`config.mk`:
```
export PLATFORM = sky130hd
export DESIGN_NAME = seq_target_ctrl
export DESIGN_NICKNAME = d
export VERILOG_FILES = /design/src/rtl/seq_target_ctrl.sv
export SDC_FILE = /design/constraint.sdc
export NUM_CORES = 1
export LEC_CHECK = 0
export ABC_AREA = 1
export BUFFER_PORTS_ARGS = -buffer_cell sky130_fd_sc_hd__buf_2
export CAP_MARGIN = 15
export CORE_ASPECT_RATIO = 0.6
export CORE_MARGIN = 3
export CORE_UTILIZATION = 59
export DETAILED_ROUTE_END_ITERATION = 10
export GPL_ROUTABILITY_DRIVEN = 0
export PLACE_DENSITY = 0.89
export SYNTH_ARGS = -nofsm -noshare
export SYNTH_HDL_FRONTEND = slang
export SYNTH_SLANG_ARGS = --single-unit
```
`constraint.sdc`:
```
create_clock -name clk -period 4.1 [get_ports clk]
set_clock_uncertainty 0.2 [all_clocks]
set_input_delay 0.82 -clock clk [delete_from_list [all_inputs] [get_ports clk]]
set_output_delay 0.82 -clock clk [all_outputs]
set_load 0.005 [all_outputs]
```
`src/rtl/seq_target_ctrl.sv`:
```
// seq_target_ctrl: programmable sensor-sequence targeting controller.
//
// Detects PREAMBLE_LEN consecutive preamble samples, then gate A, then
// gate B, then HITS hit samples within a WINDOW-cycle hunt window. On
// detection it raises fire_req and holds it until the actuator
// acknowledges (or an abort arrives). An acknowledged fire bumps a
// saturating counter and enters a COOLDOWN-cycle lockout.
//
// Ports:
//   clk, rst_n          clock, asynchronous active-low reset
//   enable              detector enable (low forces IDLE except in cooldown)
//   sensor_in           one sensor sample per cycle
//   *_code              runtime-programmable codes, held stable while busy
//   fire_ack            actuator acknowledge, only honoured in FIRE
//   fire_req            fire request, held until ack/abort
//   busy                state != IDLE
//   timeout, aborted    single-cycle status pulses
//   fire_count          acknowledged fires, saturating
//   state_o             current FSM state (debug)
//
// Handshake: fire_req is a level held high from the detection edge; the
// transfer completes on the first clock edge where fire_req && fire_ack,
// after which fire_req drops. fire_ack while fire_req is low is ignored.
module seq_target_ctrl #(
  parameter int SW           = 3,
  parameter int PREAMBLE_LEN = 2,
  parameter int HITS         = 2,
  parameter int WINDOW       = 16,
  parameter int COOLDOWN     = 4,
  parameter int FCW          = 8
) (
  input  logic          clk,
  input  logic          rst_n,
  input  logic          enable,
  input  logic [SW-1:0] sensor_in,
  input  logic [SW-1:0] preamble_code,
  input  logic [SW-1:0] gate_a_code,
  input  logic [SW-1:0] gate_b_code,
  input  logic [SW-1:0] hit_code,
  input  logic [SW-1:0] abort_code,
  input  logic          fire_ack,
  output logic          fire_req,
  output logic          busy,
  output logic          timeout,
  output logic          aborted,
  output logic [FCW-1:0] fire_count,
  output logic [2:0]    state_o
);

  typedef enum logic [2:0] {
    S_IDLE     = 3'd0,
    S_PREAMBLE = 3'd1,
    S_GATE_A   = 3'd2,
    S_GATE_B   = 3'd3,
    S_HUNT     = 3'd4,
    S_FIRE     = 3'd5,
    S_COOLDOWN = 3'd6
  } state_e;

  localparam int PW = $clog2(PREAMBLE_LEN) + 1;
  localparam int HW = $clog2(HITS) + 1;
  localparam int WW = $clog2(WINDOW) + 1;
  localparam int CW = $clog2(COOLDOWN + 1) + 1;
  // Last cooldown count; only reachable when COOLDOWN > 0.
  localparam int CD_LAST = (COOLDOWN > 0) ? COOLDOWN - 1 : 0;

  state_e         state_q, state_d;
  logic [PW-1:0]  pre_cnt_q, pre_cnt_d;
  logic [HW-1:0]  hit_cnt_q, hit_cnt_d;
  logic [WW-1:0]  win_cnt_q, win_cnt_d;
  logic [CW-1:0]  cd_cnt_q, cd_cnt_d;
  logic           fire_req_q, fire_req_d;
  logic           busy_q, busy_d;
  logic           timeout_q, timeout_d;
  logic           aborted_q, aborted_d;
  logic [FCW-1:0] fire_count_q, fire_count_d;
  logic           fire_inc;
  logic           is_abort;

  assign is_abort = (sensor_in == abort_code);

  // State register and registered outputs.
  always_ff @(posedge clk or negedge rst_n) begin
    if (!rst_n) begin
      state_q      <= S_IDLE;
      pre_cnt_q    <= '0;
      hit_cnt_q    <= '0;
      win_cnt_q    <= '0;
      cd_cnt_q     <= '0;
      fire_req_q   <= 1'b0;
      busy_q       <= 1'b0;
      timeout_q    <= 1'b0;
      aborted_q    <= 1'b0;
      fire_count_q <= '0;
    end else begin
      state_q      <= state_d;
      pre_cnt_q    <= pre_cnt_d;
      hit_cnt_q    <= hit_cnt_d;
      win_cnt_q    <= win_cnt_d;
      cd_cnt_q     <= cd_cnt_d;
      fire_req_q   <= fire_req_d;
      busy_q       <= busy_d;
      timeout_q    <= timeout_d;
      aborted_q    <= aborted_d;
      fire_count_q <= fire_count_d;
    end
  end

  // Next-state logic. Priority: enable low, then abort, then normal flow.
  always_comb begin
    state_d   = state_q;
    pre_cnt_d = pre_cnt_q;
    hit_cnt_d = hit_cnt_q;
    win_cnt_d = win_cnt_q;
    cd_cnt_d  = cd_cnt_q;
    timeout_d = 1'b0;
    aborted_d = 1'b0;
    fire_inc  = 1'b0;
    if (!enable && state_q != S_COOLDOWN) begin
      state_d   = S_IDLE;
      pre_cnt_d = '0;
      hit_cnt_d = '0;
      win_cnt_d = '0;
    end else if (is_abort && state_q inside {S_PREAMBLE, S_GATE_A, S_GATE_B,
                                             S_HUNT, S_FIRE}) begin
      state_d   = S_IDLE;
      pre_cnt_d = '0;
      hit_cnt_d = '0;
      win_cnt_d = '0;
      aborted_d = 1'b1;
    end else begin
      unique case (state_q)
        S_IDLE: begin
          if (sensor_in == preamble_code) begin
            pre_cnt_d = PW'(1);
            state_d   = (PREAMBLE_LEN == 1) ? S_GATE_A : S_PREAMBLE;
          end
        end
        S_PREAMBLE: begin
          if (sensor_in == preamble_code) begin
            pre_cnt_d = pre_cnt_q + PW'(1);
            if (pre_cnt_q + PW'(1) == PW'(PREAMBLE_LEN)) state_d = S_GATE_A;
          end else begin
            // A mismatch never re-arms on the same sample.
            pre_cnt_d = '0;
            state_d   = S_IDLE;
          end
        end
        S_GATE_A: state_d = (sensor_in == gate_a_code) ? S_GATE_B : S_IDLE;
        S_GATE_B: begin
          if (sensor_in == gate_b_code) begin
            state_d   = S_HUNT;
            win_cnt_d = '0;
            hit_cnt_d = '0;
          end else begin
            state_d = S_IDLE;
          end
        end
        S_HUNT: begin
          win_cnt_d = win_cnt_q + WW'(1);
          // A completing hit on the last window cycle wins over timeout.
          if (sensor_in == hit_code && hit_cnt_q + HW'(1) == HW'(HITS)) begin
            hit_cnt_d = hit_cnt_q + HW'(1);
            state_d   = S_FIRE;
          end else if (win_cnt_q == WW'(WINDOW - 1)) begin
            state_d   = S_IDLE;
            timeout_d = 1'b1;
          end else if (sensor_in == hit_code) begin
            hit_cnt_d = hit_cnt_q + HW'(1);
          end
        end
        S_FIRE: begin
          if (fire_ack) begin
            fire_inc = 1'b1;
            cd_cnt_d = '0;
            state_d  = (COOLDOWN == 0) ? S_IDLE : S_COOLDOWN;
          end
        end
        S_COOLDOWN: begin
          if (cd_cnt_q == CW'(CD_LAST)) state_d = S_IDLE;
          else                          cd_cnt_d = cd_cnt_q + CW'(1);
        end
        default: state_d = S_IDLE;
      endcase
    end
  end

  // Output logic: registered outputs follow the next state.
  always_comb begin
    fire_req_d   = (state_d == S_FIRE);
    busy_d       = (state_d != S_IDLE);
    fire_count_d = fire_count_q;
    if (fire_inc && fire_count_q != {FCW{1'b1}}) fire_count_d = fire_count_q + FCW'(1);
  end

  assign fire_req   = fire_req_q;
  assign busy       = busy_q;
  assign timeout    = timeout_q;
  assign aborted    = aborted_q;
  assign fire_count = fire_count_q;
  assign state_o    = state_q;

endmodule

```
==> results of run 1 <==
## power by group through the flow
stage / registers (mW) / logic (mW) / clock network, mW
3_5_place_dp: 0.288 / 0.0685 / 0
3_3_place_gp: 0.288 / 0.0668 / 0
4_1_cts: 0.282 / 0.0689 / 0.171
5_1_grt: 0.283 / 0.0785 / 0.181
6_report: 0.282 / 0.0691 / 0.167
2_1_floorplan: 0.287 / 0.0430 / 0
## worst max-delay path by stage
stage | start | end | slack (ns)
after floorplan | sensor_in[1] | win_cnt_q[2] | 2.05
after global placement | sensor_in[0] | fire_count[4] | 1.92
after detailed placement | sensor_in[2] | win_cnt_q[2] | 1.87
after CTS | state_o[0] | state_o[0] | 2.11
after global routing | sensor_in[2] | fire_count[5] | 2.00
final | state_o[0] | state_o[0] | 2.12
## sequential cells by signal, summed over array words and instances (netlist names)
name / flops
win_cnt_q: 5
fire_count: 8
aborted: 1
timeout: 1
pre_cnt_q: 2
fire_req: 1
hit_cnt_q: 2
cd_cnt_q: 4
busy: 1
state_o: 3
## per-stage QoR
stage	setup WS [ns]	area (um2)	power, mW	instances
after floorplan	2.05	1880	0.330	261
after global placement	1.92	2090	0.355	337
after detailed placement	1.87	2090	0.356	337
after CTS	2.11	2150	0.522	341
after global routing	2.00	2150	0.542	341
final	2.12	2150	0.518	341
## cells in the final DEF, fill, tap and decap left out, types with 3 or more instances in the layout
master    Yosys  routed
a21oi_1       4       4
nand3_2       3       3
o21ai_0      11      11
nor2_4        6       6
ha_1          6       6
buf_2         0      36
inv_1        38      38
dfrtp_1      28      28
inv_2         5       5
nand4_1       5       5
nand2_1      77      77
xor2_1        5       5
nand3_1      23      23
xnor2_1       8       8
nand2_2       3       3
nor2_1       23      23
clkbuf_8      0       4
## layout make-up
cell class	count	area (um2)	area share (%)
clock buffers	4	55.1	2.56
inverters	43	161	7.51
multi-input cells	188	998	46.5
flip-flops and latches	28	701	32.6
well taps	42	52.6	2.45
repair buffers	36	180	8.39
## metal layers
metal  track usage, %  up-vias  wire (um)
met5                0        -          0
met1             33.6      725       2090
met2             33.9       37       1690
met3             3.83        5        177
met4             4.36        0         25
li1                 -      888          -
## cells by family after synthesis
logic type | Yosys count | synth area share, %
fa+ha+maj | 6 | 4.00
buf+inv | 45 | 9.41
xor+xnor | 13 | 6.07
compound gates | 21 | 6.07
simple gates | 148 | 37.1
flops | 28 | 37.4
==> flow_summary.toml, run 1 <==
[logic_synthesis]
synth_most_common_cell = "nand2_1"
avgSynthCellArea_um2 = 7.19
netlist_instances = 261
synth_area_leader_cell = "dfrtp_1"
ys_seq_area_share_pct = 37.4
synth_top_area_share_pct = 37.4
synth_seq_cells = 28
ys_types = 24
syn_nets = 289
synthTopCellsByCount = "nand2_1 (77), inv_1 (38), dfrtp_1 (28), nand3_1 (23), nor2_1 (23)"
synth_enable_flop_cells = 0
synth_top_flop_cell = "dfrtp_1"
async_flop_share_pct = 100
synth_warnings = 0
synth_area_leaders = "dfrtp_1 (37%), nand2_1 (15%), inv_1 (7.6%)"
synth_area_um2 = 1880

[pwr]
netSwitchingPower_mw = 0.128
clkPwrFrac_pct = 32.2
sw_frac_of_total_pct = 24.6
powerDensity_nw_per_um2 = 241
internal_power_mw = 0.391
pwr-share-comb_pct = 13.3
p_leak_nw = 1.21
pwr-share-seq_pct = 54.5
ir_worst_vdd_mv = 0.179

[sta]
relSlewSlack_pct = 59.9
rsz0062_at_grt = "no"
fmax_ghz = 0.504
hold_viol = 0
timing.hold.ws_ns = 0.301
tightestPinTransition_ns = 0.602
finalCritPeriodShare_pct = 48.4
finalSetupViolCount = 0
totalNegativeSetupSlack_ns = 0
period_minus_slack_ns = 1.98
drv_slew = 0

[grt]
antenna_found_initial = 0
first_global_vias = 1550
grt_max_degree = 29
grt_usage_pct = 22.4
grt_pass1_wl_um = 6840
grt_overflow = 0

[floorplanning]
coreArea_um2 = 2950
io_pins = 37
die_area_um2 = 3910
die_w_um = 78.8
die_h_um = 49.7
row_count = 15
initial_utilization_pct = 63.7

[route]
firstDrtPassIters = 4
first_iter_violations = 106
detail-route-antenna-nets = 0
route.vias.total = 1655
via_per_inst = 4.85
routed_wl_um = 3980
drc = 0
drt-wirelength-per-cell_um = 11.7

[worst_setup_path]
worstReg2RegStart = "state_o[2]"
crit_type = "flip-flop to output pin"
worstReg2RegEnd = "cd_cnt_q[3]"
cp_data_arrival_time_ns = 0.96
required_ns = 3.08
r2r_setup_slack_ns = 2.24
path_max_fanout = 7
crit_chain = "buf_2"
critical-path-max-stage-delay_ns = 0.52
startpoint_type = "flip-flop"
path_delay_family = "flip-flops"
crit_cells = 1
end_kind = "output pin"
crit_slowest_cell = "dfrtp_1"
critPathBufInv = 1
reg2reg_depth = 7

[outcome]
status = "finished clean"

[clock_tree]
cts_hold_buf = 0
cts_tree = "done"
clock_latency_ns = 0.27
clk_pin_slew_ns = 0.09
ctsHtreeMaxLevel = 1
cts_sinks = 28
cts_buffers = 3
cts_buffer_depth = 2
post-cts-setup-buffers = 0
ctsResizeCount = 0
cts-root-buf = "clkbuf_8"

[finish]
nFillCells = 228
n_antenna_cell = 0
utilization_pct = 72.9
nets = 328
layout-drive-gt1-share_pct = 20.7
area_delta_synth_final_pct = 14.5

[worst_hold_path]
min_to = "win_cnt_q[4]"
hp-class = "flip-flop to flip-flop"
hp-start = "win_cnt_q[4]"
holdPathStages = 2

[placement]
io_buffers = 36
dp_hpwl_um = 3250

[run]
maxCapViolCount = 0
No activity file was read; power rests on OpenSTA's default activity.
==> inputs of run 2 (changes only) <==
--- a/config.mk
+++ b/config.mk
@@ -10,10 +10,10 @@
 export CAP_MARGIN = 15
 export CORE_ASPECT_RATIO = 0.6
 export CORE_MARGIN = 3
-export CORE_UTILIZATION = 59
+export CORE_UTILIZATION = 55
 export DETAILED_ROUTE_END_ITERATION = 10
 export GPL_ROUTABILITY_DRIVEN = 0
-export PLACE_DENSITY = 0.89
+export PLACE_DENSITY = 0.84
 export SYNTH_ARGS = -nofsm -noshare
 export SYNTH_HDL_FRONTEND = slang
 export SYNTH_SLANG_ARGS = --single-unit
==> constraint.sdc (replaced) <==
create_clock -name clk -period 2 [get_ports clk]
set_clock_uncertainty 0.2 [all_clocks]
set_input_delay 0.4 -clock clk [delete_from_list [all_inputs] [get_ports clk]]
set_output_delay 0.4 -clock clk [all_outputs]
set_load 0.005 [all_outputs]
==> run 2 against run 1 <==
Net effect: sequential share of layout area down 0.38 points; sequential cell count is the same; via count rose by 6.8%; global-route usage down 0.23 points; worst hold slack got worse by 0.031 ns; power increased by 110%; non-clock buffer count is 3 higher; core utilization fell by 1.9 points; wire length up 6.5%; cell area rose by 1.2%; sequential power rose by 110%; count of clock-buffer cells in the layout stayed put; critical endpoint is now cd_cnt_q[0].
==> flow_summary.toml, run 2 (synthesized netlist as in run 1, its figures left out) <==
[floorplanning]
initial_utilization_pct = 61.3
io_pins = 37
die_w_um = 81.4
die_h_um = 51.2
row_count = 15
die_area_um2 = 4170
coreArea_um2 = 3060

[route]
firstDrtPassIters = 5
routed_wl_um = 4230
route.vias.total = 1768
drc = 0
first_iter_violations = 122
via_per_inst = 5.14
drt-wirelength-per-cell_um = 12.3
detail-route-antenna-nets = 0

[clock_tree]
clock_latency_ns = 0.28
post-cts-setup-buffers = 0
cts_buffer_depth = 2
cts_buffers = 3
ctsHtreeMaxLevel = 1
cts-root-buf = "clkbuf_8"
cts_tree = "done"
cts_sinks = 28
clk_pin_slew_ns = 0.10
cts_hold_buf = 1
ctsResizeCount = 0

[worst_setup_path]
worstReg2RegStart = "state_o[1]"
worstReg2RegEnd = "cd_cnt_q[0]"
critical-path-max-stage-delay_ns = 0.43
required_ns = 1.96
startpoint_type = "flip-flop"
cp_data_arrival_time_ns = 1.86
crit_chain = "inv_1, nand3_2, and2_1, nand2_2, nand2_1, nor2_1, a21oi_1"
reg2reg_depth = 7
crit_slowest_cell = "dfrtp_1"
end_kind = "flip-flop"
path_max_fanout = 6
r2r_setup_slack_ns = 0.1
crit_type = "flip-flop to flip-flop"

[sta]
relSlewSlack_pct = 59.9
fmax_ghz = 0.526
drv_slew = 0
rsz0062_at_grt = "no"
tightestPinTransition_ns = 0.602
hold_viol = 0
period_minus_slack_ns = 1.90
totalNegativeSetupSlack_ns = 0
timing.hold.ws_ns = 0.270
finalSetupViolCount = 0
finalCritPeriodShare_pct = 95.0

[finish]
largest_reg_flops = 8
nets = 331
nFillCells = 246
layout_commonest_cell = "nand2_1"
n_antenna_cell = 0
layout-drive-gt1-share_pct = 21.2
final_cell_mix = "nand2_1 (77), inv_1 (38), buf_2 (36)"
area_delta_synth_final_pct = 15.9

[pwr]
sw_frac_of_total_pct = 25.2
pwr-share-seq_pct = 54.1
pwr-share-comb_pct = 13.3
powerDensity_nw_per_um2 = 494
p_leak_nw = 1.22
clkPwrFrac_pct = 32.6
netSwitchingPower_mw = 0.270
ir_worst_vdd_mv = 0.297
internal_power_mw = 0.802

[placement]
dp_hpwl_um = 3380
io_buffers = 36

[grt]
grt_pass1_wl_um = 7090
antenna_found_initial = 0
grt_max_degree = 29
grt_overflow = 0
first_global_vias = 1621
grt_usage_pct = 22.2

[outcome]
status = "finished clean"

[worst_hold_path]
hp-class = "input pin to flip-flop"
holdPathStages = 3
min_to = "aborted"
hp-start = "enable"

[run]
maxCapViolCount = 0
[run 2: cell count changes in the layout (fill, tap and decap cells not counted), sizes merged]
| cell | before | now |
|---|---|---|
| buf | 36 | 38 |
| dlygate4sd3 | 0 | 1 |
[run 2: stage by stage]
stage | std cells | setup slack, ns | power [mW] | instance area (um2) | utilization, %
floorplan | 261 | 0.345 | 0.677 | 1880 | -
finish | 344 | 0.0997 | 1.07 | 2170 | 71.0
global route | 344 | 0.00637 | 1.12 | 2170 | 71.0
CTS | 344 | 0.164 | 1.07 | 2170 | 71.0
detailed placement | 339 | 0.142 | 0.730 | 2110 | 68.9
global placement | 339 | 0.155 | 0.727 | 2110 | 68.9
[run 2: final cells by class]
cell class | instances | area [um2] | area share [%]
clock buffers | 4 | 55.1 | 2.53
flip-flops and latches | 28 | 701 | 32.2
well taps | 42 | 52.6 | 2.42
inverters | 43 | 161 | 7.43
repair buffers | 39 | 205 | 9.44
multi-input cells | 188 | 998 | 45.9
[run 2: power by group through the flow]
| stage | combinational [mW] | sequential, mW | clock (mW) |
|---|---|---|---|
| finish | 0.143 | 0.580 | 0.350 |
| global route | 0.162 | 0.581 | 0.381 |
| CTS | 0.142 | 0.580 | 0.353 |
| detailed placement | 0.139 | 0.590 | 0 |
| global placement | 0.137 | 0.590 | 0 |
| floorplan | 0.0881 | 0.589 | 0 |
[run 2: worst max-delay path, delay by kind of cell (launching register included)]
kind            cells  cell delay, ns
simple gates        5            0.81
flops               1            0.43
buf+inv             1            0.22
compound gates      1            0.11
[run 2: worst max path at each step]
stage | to | slack, ns | startpoint
6_report | cd_cnt_q[0] | 0.1 | state_o[1]
2_1_floorplan | fire_count[4] | 0.34 | fire_count[0]
4_1_cts | cd_cnt_q[0] | 0.16 | state_o[1]
5_1_grt | win_cnt_q[4] | 0.006 | state_o[1]
3_3_place_gp | win_cnt_q[2] | 0.15 | sensor_in[0]
3_5_place_dp | fire_count[4] | 0.14 | sensor_in[0]
[run 2: per-layer routing]
metal / GRT usage, % / up-vias / routed length [um]
li1: - / 897 / -
met1: 32.5 / 796 / 2110
met2: 33.0 / 71 / 1790
met3: 5.46 / 4 / 310
met4: 4.49 / 0 / 23
met5: 0 / - / 0
